===== src/rtl/conv_tap_multiplier_if.sv =====
// Handshake and product bus between the pixel/weight source and conv_tap_multiplier.
// The master modport is the operand source; the slave modport is the multiplier.
interface conv_tap_multiplier_if #(
  parameter int OP_W = 8
);
  logic            in_valid;
  logic            in_ready;
  logic [OP_W-1:0] in_pixel;
  logic [OP_W-1:0] in_weight;
  logic            tap_clr;
  logic            prod_valid;
  logic [OP_W-1:0] prod_out;
  logic [3:0]      tap_idx;
  logic            tap_last;
  logic            busy;

  modport master (
    output in_valid, in_pixel, in_weight, tap_clr,
    input  in_ready, prod_valid, prod_out, tap_idx, tap_last, busy
  );

  modport slave (
    input  in_valid, in_pixel, in_weight, tap_clr,
    output in_ready, prod_valid, prod_out, tap_idx, tap_last, busy
  );
endinterface


===== src/rtl/conv_tap_multiplier.sv =====
// Sequential shift-add multiplier feeding the 3x3 convolution accumulator, with tap index tracking.
// Define MUL_SAT_EN to saturate products above 2^OP_W-1 instead of truncating them.
module conv_tap_multiplier #(
  parameter int TAPS = 9,
  parameter int OP_W = 8
) (
  input  logic                  clk,
  input  logic                  rst,
  conv_tap_multiplier_if.slave  bus
);

  localparam int PW    = 2 * OP_W;
  localparam int CNT_W = $clog2(OP_W);
  localparam logic [CNT_W-1:0] CNT_LAST = CNT_W'(OP_W - 1);

  localparam logic [1:0] IDLE = 2'd0;
  localparam logic [1:0] MUL  = 2'd1;
  localparam logic [1:0] DONE = 2'd2;

  logic [1:0]       state_q, state_d;
  logic [PW-1:0]    a_q, a_d;
  logic [OP_W-1:0]  b_q, b_d;
  logic [PW-1:0]    partial_q, partial_d;
  logic [CNT_W-1:0] cnt_q, cnt_d;
  logic [OP_W-1:0]  prod_out_q, prod_out_d;
  logic             prod_valid_q, prod_valid_d;
  logic [3:0]       tap_idx_q, tap_idx_d;
  logic             tap_last_q, tap_last_d;
  logic             clr_pend_q, clr_pend_d;

  // One shifted partial product per multiplier bit; the counter picks this edge's term.
  logic [PW-1:0] pp [OP_W];
  generate
    for (genvar gi = 0; gi < OP_W; gi++) begin : g_pp
      assign pp[gi] = b_q[gi] ? (a_q << gi) : '0;
    end
  endgenerate

  logic [PW-1:0]   partial_sum;
  logic [OP_W-1:0] prod_sel;
  assign partial_sum = partial_q + pp[cnt_q];

`ifdef MUL_SAT_EN
  assign prod_sel = (|partial_sum[PW-1:OP_W]) ? '1 : partial_sum[OP_W-1:0];
`else
  assign prod_sel = partial_sum[OP_W-1:0];
`endif

  // A tap_clr arriving on the emission edge itself still makes this product tap 1.
  logic       tap_wrap;
  logic [3:0] tap_next;
  assign tap_wrap = (tap_idx_q == 4'(TAPS)) || (tap_idx_q == 4'd0) || clr_pend_q || bus.tap_clr;
  assign tap_next = tap_wrap ? 4'd1 : tap_idx_q + 4'd1;

  always_comb begin
    state_d      = state_q;
    a_d          = a_q;
    b_d          = b_q;
    partial_d    = partial_q;
    cnt_d        = cnt_q;
    prod_out_d   = prod_out_q;
    prod_valid_d = 1'b0;
    tap_idx_d    = tap_idx_q;
    tap_last_d   = 1'b0;
    clr_pend_d   = clr_pend_q | bus.tap_clr;
    case (state_q)
      IDLE: begin
        if (bus.in_valid) begin
          a_d       = PW'(bus.in_pixel);
          b_d       = bus.in_weight;
          partial_d = '0;
          cnt_d     = '0;
          state_d   = MUL;
        end
      end
      MUL: begin
        partial_d = partial_sum;
        cnt_d     = cnt_q + CNT_W'(1);
        if (cnt_q == CNT_LAST) begin
          state_d      = DONE;
          prod_out_d   = prod_sel;
          prod_valid_d = 1'b1;
          tap_idx_d    = tap_next;
          tap_last_d   = (tap_next == 4'(TAPS));
          clr_pend_d   = 1'b0;
        end
      end
      DONE: begin
        state_d = IDLE;
      end
      default: begin
        state_d = IDLE;
      end
    endcase
  end

  always_ff @(posedge clk) begin
    if (rst) begin
      state_q      <= IDLE;
      a_q          <= '0;
      b_q          <= '0;
      partial_q    <= '0;
      cnt_q        <= '0;
      prod_out_q   <= '0;
      prod_valid_q <= 1'b0;
      tap_idx_q    <= 4'd0;
      tap_last_q   <= 1'b0;
      clr_pend_q   <= 1'b0;
    end else begin
      state_q      <= state_d;
      a_q          <= a_d;
      b_q          <= b_d;
      partial_q    <= partial_d;
      cnt_q        <= cnt_d;
      prod_out_q   <= prod_out_d;
      prod_valid_q <= prod_valid_d;
      tap_idx_q    <= tap_idx_d;
      tap_last_q   <= tap_last_d;
      clr_pend_q   <= clr_pend_d;
    end
  end

  assign bus.in_ready   = (state_q == IDLE);
  assign bus.busy       = (state_q != IDLE);
  assign bus.prod_valid = prod_valid_q;
  assign bus.prod_out   = prod_out_q;
  assign bus.tap_idx    = tap_idx_q;
  assign bus.tap_last   = tap_last_q;

endmodule


===== src/flat_wrapper.sv =====
// flat-port wrapper written by rule: the top's interface ports become plain ports
module conv_tap_multiplier_flat 
#(
  parameter int TAPS = 9,
  parameter int OP_W = 8
)
  (clk, rst, bus_in_valid, bus_in_pixel, bus_in_weight, bus_tap_clr, bus_in_ready, bus_prod_valid, bus_prod_out, bus_tap_idx, bus_tap_last, bus_busy);
  conv_tap_multiplier_if #(.OP_W(OP_W)) bus_i ();
  input  logic clk;
  input  logic rst;
  input wire logic [$bits(bus_i.in_valid)-1:0] bus_in_valid;
  input wire logic [$bits(bus_i.in_pixel)-1:0] bus_in_pixel;
  input wire logic [$bits(bus_i.in_weight)-1:0] bus_in_weight;
  input wire logic [$bits(bus_i.tap_clr)-1:0] bus_tap_clr;
  output wire logic [$bits(bus_i.in_ready)-1:0] bus_in_ready;
  output wire logic [$bits(bus_i.prod_valid)-1:0] bus_prod_valid;
  output wire logic [$bits(bus_i.prod_out)-1:0] bus_prod_out;
  output wire logic [$bits(bus_i.tap_idx)-1:0] bus_tap_idx;
  output wire logic [$bits(bus_i.tap_last)-1:0] bus_tap_last;
  output wire logic [$bits(bus_i.busy)-1:0] bus_busy;
  assign bus_i.in_valid = bus_in_valid;
  assign bus_i.in_pixel = bus_in_pixel;
  assign bus_i.in_weight = bus_in_weight;
  assign bus_i.tap_clr = bus_tap_clr;
  assign bus_in_ready = bus_i.in_ready;
  assign bus_prod_valid = bus_i.prod_valid;
  assign bus_prod_out = bus_i.prod_out;
  assign bus_tap_idx = bus_i.tap_idx;
  assign bus_tap_last = bus_i.tap_last;
  assign bus_busy = bus_i.busy;
  conv_tap_multiplier #(.TAPS(TAPS), .OP_W(OP_W)) u_core (.clk(clk), .rst(rst), .bus(bus_i));
endmodule

===== config.mk =====
export PLATFORM = sky130hd
export DESIGN_NAME = conv_tap_multiplier_flat
export DESIGN_NICKNAME = d
export VERILOG_FILES = /design/src/rtl/conv_tap_multiplier_if.sv /design/src/rtl/conv_tap_multiplier.sv /design/src/flat_wrapper.sv
export SDC_FILE = /design/constraint.sdc
export NUM_CORES = 1
export LEC_CHECK = 0
export ABC_AREA = 0
export CAP_MARGIN = 20
export CORE_AREA = 3 3 80 82
export CTS_CLUSTER_SIZE = 24
export DETAILED_ROUTE_END_ITERATION = 6
export DIE_AREA = 0 0 83 85
export GPL_ROUTABILITY_DRIVEN = 0
export PLACE_DENSITY = 0.62
export SETUP_SLACK_MARGIN = 0.02
export SYNTH_ARGS = -nofsm -noshare
export SYNTH_HDL_FRONTEND = slang
export SYNTH_SLANG_ARGS = --single-unit

===== constraint.sdc =====
create_clock -name clk -period 3.16 [get_ports clk]
set_input_delay 0.632 -clock clk [delete_from_list [all_inputs] [get_ports clk]]
set_output_delay 0.632 -clock clk [all_outputs]
set_load 0.01 [all_outputs]

# --- Word level (Yosys, flattened, before mapping) ---
# Index checks and enable logic that the tools add are counted.
totals:
  input_bits: 20
  output_inout_bits: 16
  reg_bits: 52
  elab_cells: 59
classes:
  n_addsub: 3
  n_mux: 22
  eq_ne: 6
  bitwise: 4
  n_lt_le_gt_ge: 1
  reduce_logical: 13
op_table:
  columns: ["op", "n"]
  rows:
  - ["$bmux W16 S3", 1]
  - ["$mux W16", 3]
  - ["$pmux W16 S2", 1]
  - ["$add A16 B16 Y16", 1]
  - ["$mux W15", 1]
  - ["$mux W14", 1]
  - ["$mux W13", 1]
  - ["$mux W12", 1]
  - ["$mux W11", 1]
  - ["$mux W10", 1]
  - ["$mux W9", 1]
  - ["$eq A4 B4 Y1 const B", 2]
  - ["$mux W8", 1]
  - ["$reduce_and A2 Y1", 4]
  - ["$pmux W3 S2", 1]
  - ["$add A4 B1 Y4 const B", 1]
  - ["$ge A4 B4 Y1 const B", 1]
  - ["$logic_not A4 Y1", 1]
  - ["$mux W2", 2]
  - ["$mux W4", 1]
  - ["$not A3 Y4", 1]
  - ["$pmux W2 S2", 1]
  - ["$reduce_bool A2 Y1", 2]
  - ["$add A3 B1 Y3 const B", 1]
  - ["12 further kinds", 17]

# --- Logic depth before layout (Yosys ltp) ---
# Gate-level depths: netlist of run 1.
logic_depth:
  ltp_word: 6
  depth_mapped: 14
  ltp_nobuf: 13

# --- Least setup slack after synthesis of run 1 ---
# Ideal clock, no wire load.
synth_timing:
  kind: "register to register"
  from: "register u_core.cnt_q[0]"
  to: "register u_core.prod_out_q[7], in the netlist u_core.bus.prod_out[7]"
  arrival_time_ns: 2.430
  period_less_slack_ns: 2.554
  setup_time_ns: 0.124
  stages_incl_launch_ff: 15
  setup_slack_ns: 0.606
  path_buffers: 3
  t_required_ns: 3.036
  path_cell_list: "dfxtp_1 buf_6 buf_2 clkbuf_1 a32o_1 nand2_1 inv_1 ha_1 a211oi_1 o21bai_1 a21oi_1 o21ai_2 xnor2_2 xnor2_1 o21ai_1"
synth_via:
  elab_chain_len: 5
  elab_cells_between_ends: 7
  classes_between: "1 x add/sub; 1 x eq/ne; 3 x mux; 1 x bitwise; 1 x reduce/logical"
synth_lines:
  columns: ["item", "line", "text"]
  rows:
  - ["from (decl)", "conv_tap_multiplier.sv:24", "logic [CNT_W-1:0] cnt_q, cnt_d;"]
  - ["from (signal assigned)", "conv_tap_multiplier.sv:114", "cnt_q <= cnt_d;"]
  - ["$not A3 Y4 (implied by the code)", "conv_tap_multiplier.sv:41", "assign partial_sum = partial_q + pp[cnt_q];"]
  - ["$bmux W16 S3", "conv_tap_multiplier.sv:41", null]
  - ["$mux W16 (implied by the code) (2 in a row)", "conv_tap_multiplier.sv:41", null]
  - ["$add A16 B16 Y16", "conv_tap_multiplier.sv:41", null]
  - ["to (signal assigned)", "conv_tap_multiplier.sv:115", "prod_out_q <= prod_out_d;"]
  - ["to (decl)", "conv_tap_multiplier.sv:25", "logic [OP_W-1:0] prod_out_q, prod_out_d;"]
# Parallel ways exist; a longest one is shown, timed or not. The select of a mux whose other input is x is not followed.
# A chain may end at the register's enable or synchronous reset.

# --- Worst setup path after layout of run 1 ---
# Ends and elaborated chain as after synthesis.

==> impl_metrics.toml, run 1 <==
[cts]
post_cts_buffers = 0
cts-htree-levels = 2
cts.sinks = 44
cts_inserted_buffers = 5
clock_latency_ns = 0.29
cts_root_buf = "clkbuf_8"
clk_path_buf_depth = 2
cts_resized = 0
cts_tree = "yes"
cts.clk_slew.worst_paths_ns = 0.08
cts_hold_buf = 0

[synthesis]
syn_area_um2 = 2290
synth_cell_types = 42
synth.most_common_cell = "nand2_1"
synth_top_cell_by_area = "dfxtp_1"
synth_edf_count = 0
syn_nets = 317
ys_ff_latch = 44
synthTopCellsByCount = "57 x nand2_1, 44 x dfxtp_1, 30 x a21oi_1, 18 x o21ai_0, 17 x nand3_1"
synth_top_area_frac = 0.385
synth_cells = 284
syn_area_per_cell_um2 = 8.05
ys.flop_type = "dfxtp_1"
async_flop_share = 0
yosysWarnings = 0
seq_area_frac_synth = 0.385
ys_top_cells_by_area = "dfxtp_1 39%, nand2_1 9.4%, a21oi_1 6.6%"

[floorplan]
dieHeight_um = 85
die_x_um = 83
ios = 36
rows = 28
coreArea_um2 = 5820
start_util = 0.393
dieArea_um2 = 7060

[setup_path]
reg2reg_slack_ns = 0.45
rr_startpoint = "u_core.cnt_q[0]"
startpoint_type = "register"
crit_type = "register to register"
crit_buf_inv = 1
cp.arrival_ns = 2.88
cp.required_ns = 3.33
crit_path_start = "u_core.cnt_q[0]"
cpLargestDelayFamily = "compound AO/OA/AOI/OAI gates"
critPathCaptureType = "register"
max_stage_delay_ns = 0.62
crit_path_top_delay_cell = "dfxtp_1"
crit_chain = "buf_4 > nor2b_2 > a32o_1 > nor2_1 > a211oi_1 > ha_1 > o21ai_0 > o21bai_1 > a21oi_1 > o21ai_2 > xnor2_2 > xnor2_1 > o21ai_1"
cp_max_fo = 14

[worst_hold_path]
worstHoldStart = "u_core.bus.prod_out[7]"
hold_class = "register to register"

[drt]
drc = 0
ant_nets = 0
first_pass_iters = 4
drtIter0Drc = 122
routed_wl_mm = 4.84
viasPerCell = 5.13
routedWlPerCell_um = 12.5
num_vias = 1990

[global_routing]
grt_overflow = 0
first_global_vias = 1893
grt_pass1_wl_mm = 8.42
antenna_found_initial = 0
grt_max_degree = 28
grtUsageTotal = 0.142

[power]
peakVddDrop_v = 0.000276
powerDensity_nw_per_um2 = 412
leakage_nw = 1.03

[sta]
tns_ns = 0
skew_ns = 0.00859
fmax_ghz = 0.369
report.final.hold_viol_count = 0
period_share = 0.858
fin_crit_ns = 2.71
max_slew_margin = 0.374
rsz0062_at_grt = "no"
worst_pin_slew_ns = 0.939
drv_slew = 0
finalSetupViolCount = 0

[finish]
multi_input_area_um2 = 1270
fillCellCount = 607
num_antenna_cells = 0
regArea_um2 = 881
design_area_um2 = 2770
syn_to_final_growth_pct = 21.3
drive_gt1_frac = 0.0575
finalNonFillerCells = 388
nets = 345

[place]
place.port_buffers = 35
dp_hpwl_mm = 3.56
numPlacedInstances = 380
placed_cell_area_um2 = 2660

[run]
drv_cap = 0

[run_status]
status = "complete, no violations"
## placed cells by master (no fill, tap or decap), types with 5 or more instances in the layout
master	netlist	layout
nand2_1	57	57
dfxtp_1	44	44
clkdlybuf4s50_1	0	35
a21oi_1	30	30
o21ai_0	18	18
nand3_1	17	17
nor2_1	12	12
ha_1	12	12
a22o_1	9	9
inv_1	8	8
a32oi_1	6	6
xnor2_1	6	6
nor2b_1	5	5
nand2b_1	5	5
clkbuf_8	0	5
buf_4	2	5
## worst paths after layout
| check | depth (start not counted) | end |
|---|---|---|
| hold / removal | 2 | u_core.bus.prod_out[7] |
| setup / recovery | 13 | u_core.bus.prod_out[7] |
| setup reg to reg | 13 | u_core.bus.prod_out[7] |
| hold reg to reg | 2 | u_core.bus.prod_out[7] |
## power by group
group          switching (mW)  internal, mW  total [mW]
Combinational          0.0636        0.0567       0.120
Clock                   0.193         0.234       0.427
Sequential             0.0239         0.571       0.595
Total                   0.280         0.862        1.14
## stage by stage
step,util,hold slack [ns],total power [mW],setup slack [ns]
finish,0.477,0.456,1.14,0.448
global route,0.477,0.476,1.20,0.128
CTS,0.477,0.459,1.16,0.484
detailed placement,0.458,0.447,0.729,0.506
global placement,0.458,0.443,0.728,0.559
floorplan,-,0.437,0.681,0.606
## state kept, by name, indices dropped and copies added, names as in the netlist
register               flops
u_core.state_q             2
u_core.bus.prod_out        8
u_core.cnt_q               3
u_core.clr_pend_q          1
u_core.b_q                 8
u_core.bus.tap_last        1
u_core.bus.tap_idx         4
u_core.a_q                 8
u_core.partial_q           8
u_core.bus.prod_valid      1
## worst min-delay path, stage by stage, from the launching register on
cell     delay, ns
dfxtp_1       0.32
nand2_1       0.05
o21ai_1       0.05
## kinds of logic (layout without fill, tap and decap cells)
group / Yosys count / after routing / share of synthesized area
AND/OR/NAND/NOR: 108 / 108 / 0.213
AO/OA/AOI/OAI: 83 / 83 / 0.229
flip-flops: 44 / 44 / 0.385
buffers and inverters: 27 / 56 / 0.0597
adder cells (fa/ha/maj): 13 / 13 / 0.0744
XOR/XNOR: 8 / 8 / 0.0339
multiplexers: 1 / 1 / 0.00438
## cell type report
class | instances | area share
sequential | 44 | 0.318
inverter | 8 | 0.0108
clock buffer | 5 | 0.0248
clock inverter | 3 | 0.0153
timing repair buffer | 40 | 0.140
multi-input combinational | 213 | 0.458
tap | 75 | 0.0338
## routing by layer
layer | vias to the layer above | wire (µm) | GRT usage | share of wire
li1 | 1044 | - | - | -
met1 | 892 | 2340 | 0.176 | 0.48
met2 | 50 | 2230 | 0.246 | 0.46
met3 | 4 | 226 | 0.0359 | 0.047
met4 | 0 | 45 | 0.0371 | 0.0093
met5 | - | 0 | 0 | 0
Note: power is estimated with default switching activity, not from simulation.
==> inputs of run 2 (changes only) <==
--- a/config.mk
+++ b/config.mk
@@ -11,8 +11,9 @@
 export CTS_CLUSTER_SIZE = 24
 export DETAILED_ROUTE_END_ITERATION = 6
 export DIE_AREA = 0 0 83 85
+export DONT_BUFFER_PORTS = 1
 export GPL_ROUTABILITY_DRIVEN = 0
-export PLACE_DENSITY = 0.62
+export PLACE_DENSITY = 0.54
 export SETUP_SLACK_MARGIN = 0.02
 export SYNTH_ARGS = -nofsm -noshare
 export SYNTH_HDL_FRONTEND = slang
==> run 2 against run 1 <==
Against the previous run: sequential share of layout area grew 4.5 points; clock skew is 0.0027 ns higher; first-iteration DRC count fell by 36%; clock power up 9.8%; routed wire length increased by 1.1%; sequential power hardly changed; cell area decreased by 12%; non-clock buffer count decreased by 36; critical endpoint unchanged; largest cell class unchanged; highest routed layer unchanged.
==> impl_metrics.toml, run 2 (synthesized netlist as in run 1, its figures left out) <==
[sta]
fmax_ghz = 0.369
period_share = 0.859
max_slew_margin = 0.416
finalSetupViolCount = 0
fin_hold_ws_ns = 0.403
report.final.hold_viol_count = 0
tns_ns = 0
rsz0062_at_grt = "no"
fin_crit_ns = 2.71
worst_pin_slew_ns = 0.873
drv_slew = 0
skew_ns = 0.0113

[setup_path]
cp.arrival_ns = 2.89
cp_max_fo = 16
critPathCaptureType = "register"
r2r-end = "u_core.bus.prod_out[7]"
rr_startpoint = "u_core.cnt_q[0]"
crit_path_start = "u_core.cnt_q[0]"
startpoint_type = "register"
crit_type = "register to register"
worst_r2r_path_depth = 13
cp.required_ns = 3.34
reg2reg_slack_ns = 0.45

[finish]
final_cell_mix = "57 x nand2_1, 44 x dfxtp_1, 30 x a21oi_1, 18 x o21ai_0, 17 x nand3_1"
final_common_cell = "nand2_1"
nets = 309
multi_input_area_um2 = 1270
syn_to_final_growth_pct = 6.29
regArea_um2 = 881
fillCellCount = 618
drive_gt1_frac = 0.0614
num_antenna_cells = 0

[cts]
cts.clk_slew.worst_paths_ns = 0.09
cts_tree = "yes"
cts_inserted_buffers = 5
clk_path_buf_depth = 2
cts.sinks = 44
post_cts_buffers = 0
cts_hold_buf = 0
cts_resized = 0
clock_latency_ns = 0.29
cts-htree-levels = 2
cts_root_buf = "clkbuf_8"

[global_routing]
antenna_found_initial = 0
grt_overflow = 0
grtUsageTotal = 0.147
grt_max_degree = 30
first_global_vias = 1797
grt_pass1_wl_mm = 8.61

[power]
powerDensity_nw_per_um2 = 474
peakVddDrop_v = 0.000244
leakage_nw = 0.911

[drt]
ant_nets = 0
routed_wl_mm = 4.89
routedWlPerCell_um = 13.9
viasPerCell = 5.38
num_vias = 1894
first_pass_iters = 4
drc = 0
drtIter0Drc = 78

[floorplan]
ios = 36
dieHeight_um = 85
start_util = 0.393
die_x_um = 83
coreArea_um2 = 5820
dieArea_um2 = 7060
rows = 28

[place]
place.port_buffers = 0
dp_hpwl_mm = 3.57

[worst_hold_path]
worstHoldStart = "rst"
hold_class = "input pin to register"
whs_endpoint = "u_core.partial_q[2]"
whs_path_depth = 1

[run_status]
status = "complete, no violations"

[run]
drv_cap = 0
-- run 2: critical path, cell delays in order (launching register included) --
cell,delay [ns]
dfxtp_1,0.63
buf_4,0.27
nor2b_2,0.07
a32o_1,0.20
nor2_1,0.09
a211oi_1,0.06
ha_1,0.33
o21ai_0,0.09
o21bai_1,0.08
a21oi_1,0.26
o21ai_2,0.12
xnor2_2,0.19
xnor2_1,0.14
o21ai_1,0.07
-- run 2: area by class of cell --
cell class,count,area share
well taps,75,0.0386
repair buffers,4,0.0124
clock inverters,1,0.0124
multi-input cells,213,0.522
clock buffers,7,0.0396
inverters,8,0.0124
flip-flops and latches,44,0.363
-- run 2: metal layers --
metal  track usage  vias up  share of wire
met3        0.0427        9          0.049
li1              -      975              -
met1         0.193      860           0.49
met5             0        -              0
met2         0.232       50           0.45
met4        0.0505        0          0.017
-- run 2: per-stage QoR --
| stage | instances | cell area [µm²] | power [mW] | setup WS [ns] | util |
|---|---|---|---|---|---|
| after floorplan | 284 | 2290 | 0.681 | 0.606 | - |
| after global placement | 344 | 2300 | 0.695 | 0.506 | 0.396 |
| after detailed placement | 344 | 2300 | 0.696 | 0.460 | 0.396 |
| after CTS | 352 | 2430 | 1.16 | 0.444 | 0.418 |
| after global routing | 352 | 2430 | 1.20 | 0.165 | 0.418 |
| final | 352 | 2430 | 1.15 | 0.446 | 0.418 |
-- run 2: worst max path at each step --
stage | to | cells past startpoint | slack, ns
after floorplan | u_core.bus.prod_out[7] | 14 | 0.61
after global placement | u_core.partial_q[6] | 13 | 0.51
after detailed placement | u_core.bus.prod_out[7] | 13 | 0.46
after CTS | u_core.bus.prod_out[7] | 13 | 0.44
after global routing | u_core.bus.prod_out[7] | 13 | 0.17
final | u_core.bus.prod_out[7] | 13 | 0.45
-- run 2: where the power goes --
group	internal, mW	total, mW	leakage (nW)	switching [mW]
combinational	0.0314	0.0881	0.488	0.0567
sequential	0.571	0.594	0.358	0.0228
clock	0.279	0.469	0.0645	0.190
total	0.882	1.15	0.911	0.269
